===== src/rtl/card_pkg.sv =====
// Shared card geometry and colour constants for the sprite drawing pipeline.
package card_pkg;
    typedef logic [2:0] color_t;

    localparam int CARD_W = 16;
    localparam int CARD_H = 32;
    localparam int COL_W  = $clog2(CARD_W);
    localparam int ROW_W  = $clog2(CARD_H);
    localparam int ADDR_W = COL_W + ROW_W;

    localparam color_t TRANSP_COLOR = 3'b000;
    localparam color_t BACK_COLOR_A = 3'b001;
    localparam color_t BACK_COLOR_B = 3'b100;
    localparam color_t HILITE_COLOR = 3'b110;
endpackage


===== src/rtl/card_sprite_draw_if.sv =====
// Read port of the card image memory: address/enable out, registered texel back.
interface card_sprite_draw_if;
    import card_pkg::*;

    logic                RE;
    logic [ADDR_W-1:0]   rAddr;
    color_t              dataOut;

    modport master (output RE, output rAddr, input dataOut);
    modport slave  (input RE, input rAddr, output dataOut);
endinterface


===== src/rtl/card_hit_calc.sv =====
// Combinational card-relative offset, coverage test and border detection for one pixel.
module card_hit_calc
    import card_pkg::*;
(
    input  logic [7:0]       pixelX,
    input  logic [7:0]       pixelY,
    input  logic             pixelValid,
    input  logic [7:0]       posX,
    input  logic [7:0]       posY,
    output logic             hit,
    output logic [COL_W-1:0] col,
    output logic [ROW_W-1:0] row,
    output logic             border
);
    logic [8:0] dx;
    logic [8:0] dy;

    // 9-bit differences: bit 8 set means the pixel lies left of/above the card, so no wrap-around.
    always_comb begin
        dx     = {1'b0, pixelX} - {1'b0, posX};
        dy     = {1'b0, pixelY} - {1'b0, posY};
        hit    = pixelValid & ~dx[8] & (dx < 9'(CARD_W)) & ~dy[8] & (dy < 9'(CARD_H));
        col    = dx[COL_W-1:0];
        row    = dy[ROW_W-1:0];
        border = (col == '0) | (col == COL_W'(CARD_W - 1)) |
                 (row == '0) | (row == ROW_W'(CARD_H - 1));
    end
endmodule


===== src/rtl/card_sprite_draw.sv =====
// Three-stage card sprite pipeline: address generation, memory wait, colour select.
module card_sprite_draw
    import card_pkg::*;
(
    input  logic               clock,
    input  logic               resetN,
    input  logic               frameStart,
    input  logic [7:0]         cardX,
    input  logic [7:0]         cardY,
    input  logic               faceDown,
    input  logic               selected,
    input  logic [7:0]         pixelX,
    input  logic [7:0]         pixelY,
    input  logic               pixelValid,
    card_sprite_draw_if.master mem,
    output color_t             pixelOut,
    output logic               pixelOn
);
    logic [7:0]        pos_x_q, pos_x_d, pos_y_q, pos_y_d;
    logic              fd_q, fd_d, sel_q, sel_d;

    logic              hit_p0, border_p0;
    logic [COL_W-1:0]  col_p0;
    logic [ROW_W-1:0]  row_p0;

    logic              re_q, re_d;
    logic [ADDR_W-1:0] r_addr_q, r_addr_d;
    logic              hit_p1_q, hit_p1_d, border_p1_q, border_p1_d;
    logic              fd_p1_q, fd_p1_d, sel_p1_q, sel_p1_d;
    logic [COL_W-1:0]  col_p1_q, col_p1_d;
    logic [ROW_W-1:0]  row_p1_q, row_p1_d;

    logic              hit_p2_q, hit_p2_d, border_p2_q, border_p2_d;
    logic              fd_p2_q, fd_p2_d, sel_p2_q, sel_p2_d;
    logic [COL_W-1:0]  col_p2_q, col_p2_d;
    logic [ROW_W-1:0]  row_p2_q, row_p2_d;

    color_t            pixel_out_q, pixel_out_d;
    logic              pixel_on_q, pixel_on_d;

    // Stage 0: combinational bounds check against the frame-latched placement
    card_hit_calc u_hit_calc (
        .pixelX     (pixelX),
        .pixelY     (pixelY),
        .pixelValid (pixelValid),
        .posX       (pos_x_q),
        .posY       (pos_y_q),
        .hit        (hit_p0),
        .col        (col_p0),
        .row        (row_p0),
        .border     (border_p0)
    );

    always_comb begin
        pos_x_d     = pos_x_q;
        pos_y_d     = pos_y_q;
        fd_d        = fd_q;
        sel_d       = sel_q;
        if (frameStart) begin
            pos_x_d = cardX;
            pos_y_d = cardY;
            fd_d    = faceDown;
            sel_d   = selected;
        end

        // Stage 1: issue memory read; address holds between hits
        re_d        = hit_p0;
        r_addr_d    = hit_p0 ? {row_p0, col_p0} : r_addr_q;
        hit_p1_d    = hit_p0;
        col_p1_d    = col_p0;
        row_p1_d    = row_p0;
        border_p1_d = border_p0;
        fd_p1_d     = fd_q;
        sel_p1_d    = sel_q;

        // Stage 2: travel alongside the memory's registered read
        hit_p2_d    = hit_p1_q;
        col_p2_d    = col_p1_q;
        row_p2_d    = row_p1_q;
        border_p2_d = border_p1_q;
        fd_p2_d     = fd_p1_q;
        sel_p2_d    = sel_p1_q;

        // Stage 3: colour select, border over back pattern over texel
        pixel_on_d  = 1'b0;
        pixel_out_d = '0;
        if (hit_p2_q) begin
            if (sel_p2_q && border_p2_q) begin
                pixel_on_d  = 1'b1;
                pixel_out_d = HILITE_COLOR;
            end else if (fd_p2_q) begin
                pixel_on_d  = 1'b1;
                pixel_out_d = (col_p2_q[1] ^ row_p2_q[1]) ? BACK_COLOR_B : BACK_COLOR_A;
            end else if (mem.dataOut != TRANSP_COLOR) begin
                pixel_on_d  = 1'b1;
                pixel_out_d = mem.dataOut;
            end
        end
    end

    always_ff @(posedge clock) begin
        if (!resetN) begin
            pos_x_q     <= '0;
            pos_y_q     <= '0;
            fd_q        <= 1'b0;
            sel_q       <= 1'b0;
            re_q        <= 1'b0;
            r_addr_q    <= '0;
            hit_p1_q    <= 1'b0;
            hit_p2_q    <= 1'b0;
            pixel_out_q <= '0;
            pixel_on_q  <= 1'b0;
        end else begin
            pos_x_q     <= pos_x_d;
            pos_y_q     <= pos_y_d;
            fd_q        <= fd_d;
            sel_q       <= sel_d;
            re_q        <= re_d;
            r_addr_q    <= r_addr_d;
            hit_p1_q    <= hit_p1_d;
            hit_p2_q    <= hit_p2_d;
            pixel_out_q <= pixel_out_d;
            pixel_on_q  <= pixel_on_d;
        end
    end

    // Payload fields are qualified by the hit bits and need no reset
    always_ff @(posedge clock) begin
        col_p1_q    <= col_p1_d;
        row_p1_q    <= row_p1_d;
        border_p1_q <= border_p1_d;
        fd_p1_q     <= fd_p1_d;
        sel_p1_q    <= sel_p1_d;
        col_p2_q    <= col_p2_d;
        row_p2_q    <= row_p2_d;
        border_p2_q <= border_p2_d;
        fd_p2_q     <= fd_p2_d;
        sel_p2_q    <= sel_p2_d;
    end

    assign mem.RE    = re_q;
    assign mem.rAddr = r_addr_q;
    assign pixelOut  = pixel_out_q;
    assign pixelOn   = pixel_on_q;
endmodule


===== src/flat_wrapper.sv =====
// flat-port wrapper written by rule: the top's interface ports become plain ports
module card_sprite_draw_flat import card_pkg::*;
  (clock, resetN, frameStart, cardX, cardY, faceDown, selected, pixelX, pixelY, pixelValid, pixelOut, pixelOn, mem_RE, mem_rAddr, mem_dataOut);
  card_sprite_draw_if mem_i ();
  input  logic clock;
  input  logic resetN;
  input  logic frameStart;
  input  logic [7:0] cardX;
  input  logic [7:0] cardY;
  input  logic faceDown;
  input  logic selected;
  input  logic [7:0] pixelX;
  input  logic [7:0] pixelY;
  input  logic pixelValid;
  output color_t pixelOut;
  output logic pixelOn;
  output wire logic [$bits(mem_i.RE)-1:0] mem_RE;
  output wire logic [$bits(mem_i.rAddr)-1:0] mem_rAddr;
  input wire logic [$bits(mem_i.dataOut)-1:0] mem_dataOut;
  assign mem_RE = mem_i.RE;
  assign mem_rAddr = mem_i.rAddr;
  assign mem_i.dataOut = mem_dataOut;
  card_sprite_draw u_core (.clock(clock), .resetN(resetN), .frameStart(frameStart), .cardX(cardX), .cardY(cardY), .faceDown(faceDown), .selected(selected), .pixelX(pixelX), .pixelY(pixelY), .pixelValid(pixelValid), .mem(mem_i), .pixelOut(pixelOut), .pixelOn(pixelOn));
endmodule

===== config.mk =====
export PLATFORM = sky130hd
export DESIGN_NAME = card_sprite_draw_flat
export DESIGN_NICKNAME = d
export VERILOG_FILES = /design/src/rtl/card_pkg.sv /design/src/rtl/card_sprite_draw_if.sv /design/src/rtl/card_hit_calc.sv /design/src/rtl/card_sprite_draw.sv /design/src/flat_wrapper.sv
export SDC_FILE = /design/constraint.sdc
export NUM_CORES = 1
export LEC_CHECK = 0
export ABC_AREA = 1
export CAP_MARGIN = 0
export CELL_PAD_IN_SITES_DETAIL_PLACEMENT = 2
export CELL_PAD_IN_SITES_GLOBAL_PLACEMENT = 2
export CORE_MARGIN = 3
export CORE_UTILIZATION = 29
export DETAILED_ROUTE_END_ITERATION = 8
export PLACE_DENSITY = 0.84
export SLEW_MARGIN = 40
export SYNTH_ARGS = -nofsm -noshare
export SYNTH_HDL_FRONTEND = slang
export SYNTH_SLANG_ARGS = --single-unit

===== constraint.sdc =====
create_clock -name clock -period 4.1 [get_ports clock]
set_input_delay 0.82 -clock clock [delete_from_list [all_inputs] [get_ports clock]]
set_output_delay 0.82 -clock clock [all_outputs]
set_load 0.05 [all_outputs]

==> results of run 1 <==
==> sequential cells by signal, summed over array words and instances (netlist names), 3 cells and up <==
| name | count |
|---|---|
| u_core.pos_y_q | 8 |
| u_core.pos_x_q | 8 |
| u_core.mem.rAddr | 9 |
| u_core.pixelOut | 3 |
==> worst min-delay path by stage <==
stage,cells past startpoint,slack [ns],endpoint
CTS,0,0.34,u_core.sel_p2_q
detailed placement,0,0.31,u_core.border_p2_q
global route,0,0.34,u_core.fd_p2_q
floorplan,0,0.31,u_core.border_p2_q
finish,0,0.34,u_core.row_p2_q[1]
global placement,0,0.31,u_core.col_p2_q[1]
==> final cells by class <==
type                       count  area (sq um)
fill                         966          4740
multi-input combinational    236          1320
sequential                    43           861
timing repair buffer          55           548
inverter                      63           236
tap                          102           128
clock buffer                   5          68.8
clock inverter                 3          23.8
==> Yosys cell counts (5+ instances only) <==
master,number
nand4_1,13
inv_1,61
nand2_1,75
ha_1,17
nand2_2,7
clkbuf_1,5
xnor2_1,5
o21ai_0,18
dfxtp_1,43
a21oi_1,20
nand3_1,17
nor2_1,41
==> through the flow <==
| stage | instances | total power [mW] | area, sq um | setup WS (ns) |
|---|---|---|---|---|
| 2_1_floorplan | 348 | 0.668 | 2440 | 1.64 |
| 3_3_place_gp | 499 | 0.758 | 3090 | 0.970 |
| 3_5_place_dp | 499 | 0.774 | 3090 | 0.842 |
| 4_1_cts | 507 | 1.07 | 3180 | 1.15 |
| 5_1_grt | 507 | 1.12 | 3180 | 0.966 |
| 6_report | 507 | 1.05 | 3180 | 1.18 |
==> worst reg2reg max path, stage by stage (launching register included) <==
cell and delay, ns:
dfxtp_1 0.38, ha_1 0.16, inv_1 0.07, fa_1 0.42, nand3_1 0.12, nand2_1 0.10, nand2_1 0.13, nand2_1 0.08
nand2_1 0.07, nand2_1 0.05, nor2_2 0.33, nand4_1 0.15, nand2_1 0.08, nor2_1 0.05
==> power by group <==
part,switching (mW),internal [mW],total [mW]
registers,0.00923,0.445,0.454
clock network,0.166,0.122,0.288
logic,0.184,0.122,0.306
==> layer usage <==
layer  up-vias  part of all wire, %
met2        36                   54
met4         0                  1.1
li1       1213                    -
met3         6                  2.5
met5         -                    0
met1      1160                   42
==> cells by family after synthesis <==
group           count (synthesis)  synth area share, %
simple gates                  168                 32.1
buf+inv                        69                 10.8
compound gates                 43                 9.38
flops                          43                 35.3
fa+ha+maj                      19                 10.4
xor+xnor                        6                 2.15
==> results list, run 1 <==
* Run status: completed
* Top flip-flop cell by instance count after synthesis: dfxtp_1
* Max-slew headroom: between 60% and 70%
* Maximum vdd drop: 0.000135 V
* Clk_lat worst skew: 0.30 ns
- Max incr delay on CP: 0.46 ns
- Sequential fraction of the synthesis area: 35.3%
- The critical path starts at pixelX[0].
- HP Start: u_core.row_p1_q[1]
- Setup crit end: u_core.mem.rAddr[0]
- Derived from the worst setup path, the maximum achievable clock frequency is 343 MHz.
- Of all flip-flops after synthesis, the portion carrying an async set or reset was 0%.
- Slew of the pin with the lowest slew margin: ~0.50 ns
- Lkg Pwr: 1.50 nW
* Fin Setup TNS: 0 ns
* Critical path buffers and inverters: 3
* Synth Net Count: about 410
* CTS tree: done
* Net count, final: 464
- Along the worst path, the maximum fanout reaches 9.
* Overall track demand over capacity in global routing: 15.4%
* Remaining design rule violation count: 0
* Pin count of the biggest net entering global routing: 33
- Top cell by count, worst path: nand2_1
* Final core occ: 40.2%
- CTS H-Tree Depth: 2
- Met2 routing resource usage after global routing: 29.5%
- Netlist Area Pre-Place: 2440 sq um
* Die Y-Extent: just under 100 microns
- Leaving out fill and tap cells, the most frequent cell in the layout is nand2_1.
* Mapped Cells: 348
* Port Buf Inserts: 54
* Final setup violation count: 0
- The total area inside the core boundary comes to 7930 sq um.
- By area the synthesized netlist is led by dfxtp_1 35%, nand2_1 12%, inv_1 9.4%.
* Starting density of the core: 30.8%
- Final hold analysis gives a worst-case slack of roughly 0.34 ns.
* Met1 routing resource usage after global routing: 17.7%
* Overflow left after global routing: 0
- Global routing consumed, on the met3 layer, 2.64% of the routing resources.
- The min-delay analysis places its worst path in the category flip-flop to flip-flop.
- CP max stage cell: clkdlybuf4s50_1
* Number of max-slew violations in the final report: 0
* Maximum Capacitance Violations: 0
- Maximum count of clock buffers along a single path: 2
- Areal power density over the cells: around 330 nW/um^2
- Number of cells on the worst reg-to-reg path: 13
- Period utilization: 71.2%
- Count of distinct cell types in the synthesized netlist: 29
- CP Capture Type: flip-flop
- Number of flops mapped to enable cells by yosys: 0
- The cell family contributing the most delay on the critical path is simple AND/OR/NAND/NOR gates.
- Final-report hold violation count: 0
- Worst reg2reg endpoint: u_core.mem.rAddr[0]
- At the end of routability-driven placement, the weighted congestion stood at 0.766.
* WP data required: 4.30 ns
* Sort of element at the start of the critical path: input pin
- Area share of the largest cell type after synthesis: 35.3%
* DP Wirelength: 5890 microns
- Across the routed clock network, the largest skew measured is 0.00436 ns.
- The clock net in this run drives a total of 43 sinks.
- The routed layout has 2,415 vias.
* Mean instance size in the synthesized netlist: ~7 sq um
- R2R Path Start: u_core.pos_y_q[0]
* Period minus WS final: 2.92 ns
- In this run, the number of DRC markers left after iteration 0 of detailed routing was 48.
* Vias in the first global route: 2,603
* Number of storage elements in the synthesis netlist: 43
- Critical-path cell list: clkdlybuf4s50_1 > inv_1 > ha_1 > fa_1 > inv_1 > nand2_1 > nand2_2 > nand3b_4 > nand3_1 > nand2_1 > nor2_2 > nand4_1 > nand2_1 > nor2_1
- Buffer count from post-CTS setup fixing: 0
* Synthesis-to-finish area growth: 30.4%
- In this run the number of cells on the critical path is 14.
- Initial antenna violation count: 0
- Fraction of layout instances using a drive strength above 1: 7.90%
- Post-CTS Hold Fix Bufs: 0
- The detail route stage leaves a number of antenna-violating nets equal to 0.
- Data arrival time at the worst-slack endpoint: ~3.1 ns
- Number of top-level pins: 55
- CTS clock-pin slew for the worst setup and hold paths: 0.09 ns
* Overall die area: 9550 sq um
- Dividing the detail-routed via count by the number of cells gives approximately 4.8.
- Flop-to-flop setup slack: 1.80 ns
* Die Width: 97.7 microns
- For this run, the number of Yosys warnings is 0.
- The floorplan has 32 rows.
- Wire length per cell after detailed routing: around 14 microns
* Post-detailed-routing wire length: 7140 microns
- WS Path Type: input pin to flip-flop
- For this run, the detailed router's first-pass iteration total came to 4.
* Ant. Diodes: 0
- Unrepaired setup endpoints after global routing: false
- Clock root buffer: clkbuf_8
* Most heavily used metal layer in global routing: met2
* Leading cell types in the layout, fill and taps excluded: 75 x nand2_1, 60 x inv_1, 54 x clkdlybuf4s50_1
- The largest total area in the synthesized netlist belongs to dfxtp_1.
- Total of cells resized after clock tree synthesis: 0
- TritonCTS created 5 clock buffers.
* First-pass GRT wire length: 12,200 microns
No activity file was read; power rests on OpenSTA's default activity.
==> run 2, diff against run 1 <==
CORE_UTILIZATION = 27   (was 29)
PLACE_DENSITY = 0.79   (was 0.84)
clock period = 2.95 ns   (was 4.1 ns; I/O delays follow)
==> run 2 against run 1 <==
  * Wire length is 5.9% higher
  * Global-route usage is 0.32 points higher
  * Largest power group unchanged
  * Clock power is 42% higher
  * Core utilization is 3.6 points lower
  * Sequential share of layout area is 0.19 points lower
  * Highest routed layer unchanged
  * Register-to-register slack worse by 1.1 ns
  * Power is 41% higher
==> results list, run 2 (same netlist as run 1, synthesis figures left out) <==
- Run status: completed (unchanged).
- The number of hold violations in the final report was 0 (unchanged).
- The number of cells traversed by the worst register-to-register path came to 13 (unchanged).
- The utilization after layout was 36.6% (was 40.2%).
* Period utilization: 91.4%
* Vias in the first global route: 2,675 (was 2,603)
- The number of antenna diodes came to 0 (unchanged).
- Maximum vdd drop: 0.000197 V (was 0.000135 V)
- Lkg Pwr: 1.51 nW (was 1.50 nW)
- The placeable core area was 8760 sq um (was 7930 sq um).
- The detailed-route vias per instance was 4.70 (was 4.76).
* Total of cells resized after clock tree synthesis: 0 (unchanged)
- Fraction of layout instances using a drive strength above 1: 8.11% (was 7.90%)
* Final setup violation count: 0 (unchanged)
* Number of max-slew violations in the final report: 0 (unchanged)
- Unrepaired setup endpoints after global routing: false (unchanged)
- The total power density per cell area came to 461 nW/um^2 (was 329 nW/um^2).
- Number of flip-flops under the largest register name: 9 (unchanged)
* Fraction of power spent switching nets: 34.9% (was 34.2%)
- The cts-stage hold buffer count came to 0 (unchanged).
- GPL Wtd Cong: 0.769 (was 0.766)
* Clock root buffer: clkbuf_8 (unchanged)
- The area of all placed cells without fillers was 3210 sq um (was 3180 sq um).
- The transition time at the pin with the least slew margin was 0.495 ns (was 0.499 ns).
- Maximum Capacitance Violations: 0 (unchanged)
- Critical-path cell list: clkdlybuf4s50_1 > inv_1 > ha_1 > fa_1 > inv_1 > nand3_1 > nand3_1 > nand2_2 > nor2_2 > nand2_1 > nor2_2 > nand3_2 > nor2_4 > nor2_1 > nor2_1 (was clkdlybuf4s50_1 > inv_1 > ha_1 > fa_1 > inv_1 > nand2_1 > nand2_2 > nand3b_4 > nand3_1 > nand2_1 > nor2_2 > nand4_1 > nand2_1 > nor2_1).
* Worst reg2reg endpoint: u_core.mem.rAddr[0] (unchanged)
- Critical path buffers and inverters: 3 (unchanged)
* Clk pwr share: 27.6% (was 27.5%)
- Sort of element at the start of the critical path: input pin (unchanged)
- WP depth: 15 (was 14)
- The TritonCTS clock tree was done (unchanged).
- Period minus WS final: 2.70 ns
- Data arrival time at the worst-slack endpoint: 2.93 ns (was 3.12 ns)
- The overall routing resource usage is 15.7% (was 15.4%).
* Clk_lat worst skew: 0.30 ns (about the same)
* Iteration-0 DRC Markers: 69 (was 48)
- The launching element of the worst setup path was pixelX[0] (unchanged).
- The area growth from synthesis to layout is 31.3% (was 30.4%).
* Die Width: 101 microns (was 97.7 microns)
- The sink of the worst hold path was u_core.fd_p2_q (was u_core.row_p2_q[1]).
* Count of clock tree sinks: 43 (unchanged)
* Max-slew headroom: 66.9% (was 66.6%)
* Wire length per cell after detailed routing: 14.7 microns (was 14.1 microns)
* Number of nets with antenna violations after detailed routing: 0 (unchanged)
- Number of rows created at floorplan: 34 (was 32)
- The die boundary height came to 101 microns (was 97.7 microns).
- Static timing analysis puts the maximum clock frequency at 371 MHz.
- The quantity of I/O buffers inserted on ports came to 54 (unchanged).
* Setup skew after layout: 0.0109 ns (was 0.00436 ns)
- Max incr delay on CP: 0.45 ns (was 0.46 ns)
- The type of element capturing the critical path was a flip-flop (unchanged).
* Overflow left after global routing: 0 (unchanged)
- The number of iterations in the first detailed-routing pass came to 4 (unchanged).
- Number of top-level pins: 55 (unchanged)
- The minimum hold slack was 0.336 ns (about the same).
- Commonest non-fill, non-tap cell in the layout: nand2_1 (unchanged)
- Worst Hold Path Cells: 0 (unchanged)
* Flop pwr share: 42.8% (was 43.3%)
- The number of H-tree levels came to 2 (unchanged).
- Logic gate share of total power: 29.6% (was 29.2%)
- The critical path's top delay family is simple AND/OR/NAND/NOR gates (unchanged).
* Remaining design rule violation count: 0 (unchanged)
- The clock slew seen by the registers of the worst setup and hold paths came to 0.09 ns (about the same).
* Starting density of the core: 27.9% (was 30.8%)
- The global-route wire length before repair is 13,000 microns (was 12,200 microns).
- DP Wirelength: 6320 microns (was 5890 microns)
- Maximum count of clock buffers along a single path: 2 (unchanged)
* Number of vias in the routed layout: 2,420 (was 2,415)
- Net switching power: 0.516 mW (was 0.359 mW)
- Hold crit path type: flip-flop to flip-flop (unchanged)
- Internal power of the cells: 0.963 mW (was 0.690 mW)
- The beginning of the worst hold path is u_core.fd_p1_q (was u_core.row_p1_q[1]).
* Leading cell types in the layout, fill and taps excluded: 75 x nand2_1, 61 x inv_1, 54 x clkdlybuf4s50_1 (was 75 x nand2_1, 60 x inv_1, 54 x clkdlybuf4s50_1)
- Cts bufs inserted: 5 (unchanged)
* Post-detailed-routing wire length: 7560 microns (was 7140 microns)
- Buffer count from post-CTS setup fixing: 0 (unchanged)
- The cell with the largest stage delay on the worst path was clkdlybuf4s50_1 (unchanged).
- Critical path peak fanout: 9 (unchanged)
- The initial antenna violation count is 0 (unchanged).
* R2R Path Start: u_core.pos_x_q[0] (was u_core.pos_y_q[0])
- Area post-placement: 3110 sq um (was 3090 sq um)
- The pin count of the biggest net entering global routing came to 24 (was 33).
- The data required time at the worst endpoint is 3.18 ns (was 4.30 ns).
- Net count, final: 466 (was 464)
- The setup slack of the worst register-to-register path was 0.68 ns (was 1.80 ns).
- WS Path Type: input pin to flip-flop (unchanged)
- Overall die area: 10,200 sq um (was 9550 sq um)
run 2: changes by cell type in the layout (fill, tap and decap cells not counted):
cell / previous run / this run
inv_2: 3 / 2
buf_4: 1 / 3
inv_1: 60 / 61
run 2: per-layer routing:
layer | vias up | global-route usage, % | wire length (microns)
met5 | - | 0 | 0
met4 | 0 | 2.15 | 18
met3 | 2 | 2.08 | 241
met2 | 39 | 30.4 | 4070
met1 | 1167 | 18.6 | 3230
li1 | 1212 | - | -
run 2: power by group through the flow:
stage	registers, mW	logic [mW]	clock network [mW]
2_1_floorplan	0.644	0.284	0
3_3_place_gp	0.644	0.417	0
3_5_place_dp	0.647	0.441	0
4_1_cts	0.634	0.447	0.427
5_1_grt	0.638	0.501	0.451
6_report	0.633	0.438	0.408
run 2: stage by stage:
| step | std cells | setup slack [ns] | setup TNS, ns | power (mW) |
|---|---|---|---|---|
| 2_1_floorplan | 348 | 0.719 | 0 | 0.929 |
| 3_5_place_dp | 507 | -0.0966 | -0.528 | 1.09 |
| 3_3_place_gp | 507 | 0.0871 | 0 | 1.06 |
| 4_1_cts | 515 | 0.207 | 0 | 1.51 |
| 6_report | 515 | 0.252 | 0 | 1.48 |
| 5_1_grt | 515 | 0.0284 | 0 | 1.59 |
run 2: worst max-delay path by stage:
stage,slack [ns],endpoint
CTS,0.21,u_core.mem.rAddr[0]
finish,0.25,u_core.mem.rAddr[0]
floorplan,0.72,u_core.mem.rAddr[0]
global route,0.03,u_core.mem.rAddr[2]
global placement,0.09,u_core.mem.rAddr[1]
detailed placement,-0.1,u_core.mem.rAddr[0]
run 2: layout make-up:
| type | instances | area, sq um |
|---|---|---|
| clock buffer | 5 | 68.8 |
| clock inverter | 3 | 23.8 |
| fill | 1047 | 5560 |
| inverter | 63 | 236 |
| multi-input combinational | 236 | 1320 |
| sequential | 43 | 861 |
| tap | 108 | 135 |
| timing repair buffer | 57 | 563 |
==> run 3, diff against run 2 <==
clock period = 2.8 ns   (was 2.95 ns; I/O delays follow)
==> run 3 against run 2 <==
  * Worst setup slack got worse by 0.12 ns
  * Global-route usage down 0.73 points
  * Register-to-register slack worse by 0.14 ns
  * Critical path type unchanged
  * Non-clock buffer count up 5
  * Wire length increased by 1.4%
  * Largest power group unchanged
  * Count of clock-buffer cells in the layout unchanged
  * Hold slack improved by 0.0072 ns
  * Critical endpoint is now u_core.mem.rAddr[4]
  * Sequential power increased by 5.2%
==> results list, run 3 (same netlist as run 1, synthesis figures left out) <==
* DP Wirelength: 6140 microns (was 6320 microns)
* Lkg Pwr: 1.54 nW (was 1.51 nW)
- Final setup violation count: 0 (unchanged)
- Maximum Capacitance Violations: 0 (unchanged)
- Fin Setup TNS: 0 ns (unchanged)
- Hold crit path type: flip-flop to flip-flop (unchanged)
- Logic gate share of total power: 30.9% (was 29.6%)
* Number of top-level pins: 55 (unchanged)
- Drt via density: 4.68 (was 4.70)
- Wire length per cell after detailed routing: 14.7 microns (about the same)
* Number of rows created at floorplan: 34 (unchanged)
* Worst hold path endpoint: u_core.sel_p2_q (was u_core.fd_p2_q)
- Vias in the first global route: 2,650 (was 2,675)
* Initial DRT Pass Iterations: 4 (unchanged)
- Flop pwr share: 42.0% (was 42.8%)
- R2R Path Start: u_core.pos_x_q[0] (unchanged)
* Area inside the core boundary: 8760 sq um (unchanged)
* Setup skew after layout: 0.0145 ns (was 0.0109 ns)
* Ant. Diodes: 0 (unchanged)
* Data arrival time at the worst-slack endpoint: 2.88 ns (was 2.93 ns)
- The delay of the slowest cell on the worst path was 0.46 ns (was 0.45 ns).
* Top cell by count, worst path: nand2_1
- WP data required: 3.02 ns (was 3.18 ns)
- Number of cells on the worst reg-to-reg path: 14 (was 13)
- Slew of the pin with the lowest slew margin: 0.497 ns (was 0.495 ns)
* Remaining design rule violation count: 0 (unchanged)
* CTS clock-pin slew for the worst setup and hold paths: 0.10 ns (was 0.09 ns)
- Final core occ: 37.6% (was 36.6%)
* Net count, final: 473 (was 466)
- The maximum clock path buffer count was 2 (unchanged).
- The die boundary height was 101 microns (unchanged).
* Overall track demand over capacity in global routing: 15.0% (was 15.7%)
- Flop-to-flop setup slack: 0.54 ns (was 0.68 ns)
- Fraction of layout instances using a drive strength above 1: 10.1% (was 8.11%)
* Number of nets with antenna violations after detailed routing: 0 (unchanged)
- The count of cells along the worst hold path came to 0 (unchanged).
- Commonest non-fill, non-tap cell in the layout: nand2_1 (unchanged)
- Power consumption: 1.59 mW (was 1.48 mW)
- CTS tree: done (unchanged)
- Clk_lat worst skew: 0.31 ns (was 0.30 ns)
* Max-slew headroom: 66.8% (was 66.9%)
- Critical-path cell list: clkdlybuf4s50_1 > inv_1 > ha_1 > fa_1 > inv_1 > nand2_1 > nand2_2 > nand3b_4 > nand2_1 > inv_1 > nor2_1 > nand2_1 > nor2_2 > nand4_1 > nand2_1 > nor2_1 (was clkdlybuf4s50_1 > inv_1 > ha_1 > fa_1 > inv_1 > nand3_1 > nand3_1 > nand2_2 > nor2_2 > nand2_1 > nor2_2 > nand3_2 > nor2_4 > nor2_1 > nor2_1)
- Top achievable clock speed: ~380 MHz
* Iteration-0 DRC Markers: 65 (was 69)
- The number of CTS-inserted buffers was 5 (unchanged).
- Overflow left after global routing: 0 (unchanged)
- The quantity of I/O buffers inserted on ports came to 54 (unchanged).
- The final count of pins violating max slew came to 0 (unchanged).
- The global-route wire length before repair came to 12,300 microns (was 13,000 microns).
- The effective utilization at floorplan came to 27.9% (unchanged).
* Number of vias in the routed layout: 2,445 (was 2,420)
* Die Width: 101 microns (unchanged)
- Critical path peak fanout: 4 (was 9)
- GPL Wtd Cong: 0.785 (was 0.769)
* Period utilization: 95.2%
- The net switching share of the total power came to 35.3% (was 34.9%).
- Synthesis-to-finish area growth: 34.9% (was 31.3%)
* Final-report hold violation count: 0 (unchanged)
* Number of flip-flops under the largest register name: 9 (unchanged)
- Run status: completed (unchanged)
- The internal power was 1.03 mW (was 0.963 mW).
- Sort of element at the start of the critical path: input pin (unchanged)
- The type of element capturing the critical path is a flip-flop (unchanged).
* Maximum vdd drop: 0.000200 V (was 0.000197 V)
* Clk pwr share: 27.1% (was 27.6%)
- The initial antenna violation count is 0 (unchanged).
- The pin count of the biggest net entering global routing came to 24 (unchanged).
- Post-detailed-routing wire length: 7670 microns (was 7560 microns)
* Net switching power: 0.560 mW (was 0.516 mW)
* HP Start: u_core.sel_p1_q (was u_core.fd_p1_q)
* Buffer count from post-CTS setup fixing: 0 (unchanged)
* Clock root buffer: clkbuf_8 (unchanged)
* Count of clock tree sinks: 43 (unchanged)
- The number of H-tree levels was 2 (unchanged).
- Unrepaired setup endpoints after global routing: true (was false)
* Leading cell types in the layout, fill and taps excluded: 75 x nand2_1, 61 x inv_1, 54 x clkdlybuf4s50_1 (unchanged)
* Overall die area: 10,200 sq um (unchanged)
- WS Path Type: input pin to flip-flop (unchanged)
- The cell with the largest stage delay on the worst path is clkdlybuf4s50_1 (unchanged).
* Period minus WS final: 2.66 ns
- The terminus of the critical flop-to-flop path is u_core.mem.rAddr[4] (was u_core.mem.rAddr[0]).
- Areal power density over the cells: 482 nW/um^2 (was 461 nW/um^2)
run 3: changes by cell type in the layout (fill, tap and decap cells not counted), sizes merged:
cell	delta
nor2	+2
buf	+5
run 3: worst max-delay path: cells and delay by family:
family | cells | cell delay (ns)
fa+ha+maj | 2 | 0.60
simple gates | 10 | 1.08
buf+inv | 4 | 0.66
run 3: cell type report:
cell class                      instances  area (sq um)
Clock buffer                            5          68.8
Timing Repair Buffer                   62           613
Clock inverter                          3          23.8
Fill cell                            1033          5470
Tap cell                              108           135
Sequential cell                        43           861
Inverter                               63           236
Multi-Input combinational cell        238          1350
run 3: worst max path at each step:
| stage | startpoint | to | depth (start not counted) |
|---|---|---|---|
| 2_1_floorplan | pixelX[0] | u_core.mem.rAddr[0] | 15 |
| 3_3_place_gp | pixelX[0] | u_core.mem.rAddr[8] | 16 |
| 3_5_place_dp | pixelX[0] | u_core.mem.rAddr[0] | 16 |
| 4_1_cts | pixelX[0] | u_core.mem.rAddr[0] | 16 |
| 5_1_grt | pixelX[0] | u_core.mem.rAddr[4] | 16 |
| 6_report | pixelX[0] | u_core.mem.rAddr[4] | 16 |
run 3: what timing repair did:
| item | CTS | global route |
|---|---|---|
| endpoints found under the hold margin | 0 | 0 |
| endpoints found under the setup margin | 0 | 8 |
| gates resized for setup | 0 | 4 |
| hold buffers | 0 | 0 |
run 3: metrics by stage:
step | area [sq um] | hold slack (ns) | setup slack (ns) | instances
2_1_floorplan | 2440 | 0.310 | 0.599 | 348
3_3_place_gp | 3160 | 0.311 | -0.0129 | 512
3_5_place_dp | 3160 | 0.315 | -0.182 | 512
4_1_cts | 3260 | 0.341 | 0.147 | 520
5_1_grt | 3290 | 0.352 | -0.0605 | 522
6_report | 3290 | 0.344 | 0.135 | 522
run 3: power groups by stage:
stage,registers (mW),logic [mW],clock network (mW)
global route,0.671,0.554,0.465
finish,0.666,0.490,0.431
floorplan,0.679,0.300,0
global placement,0.678,0.451,0
CTS,0.667,0.480,0.450
detailed placement,0.681,0.474,0
run 3: layer usage:
metal | share of wire (%) | track usage (%)
met5 | 0 | 0
met3 | 4.0 | 2.63
met4 | 0.99 | 3.48
met1 | 43 | 17.6
met2 | 52 | 27.9
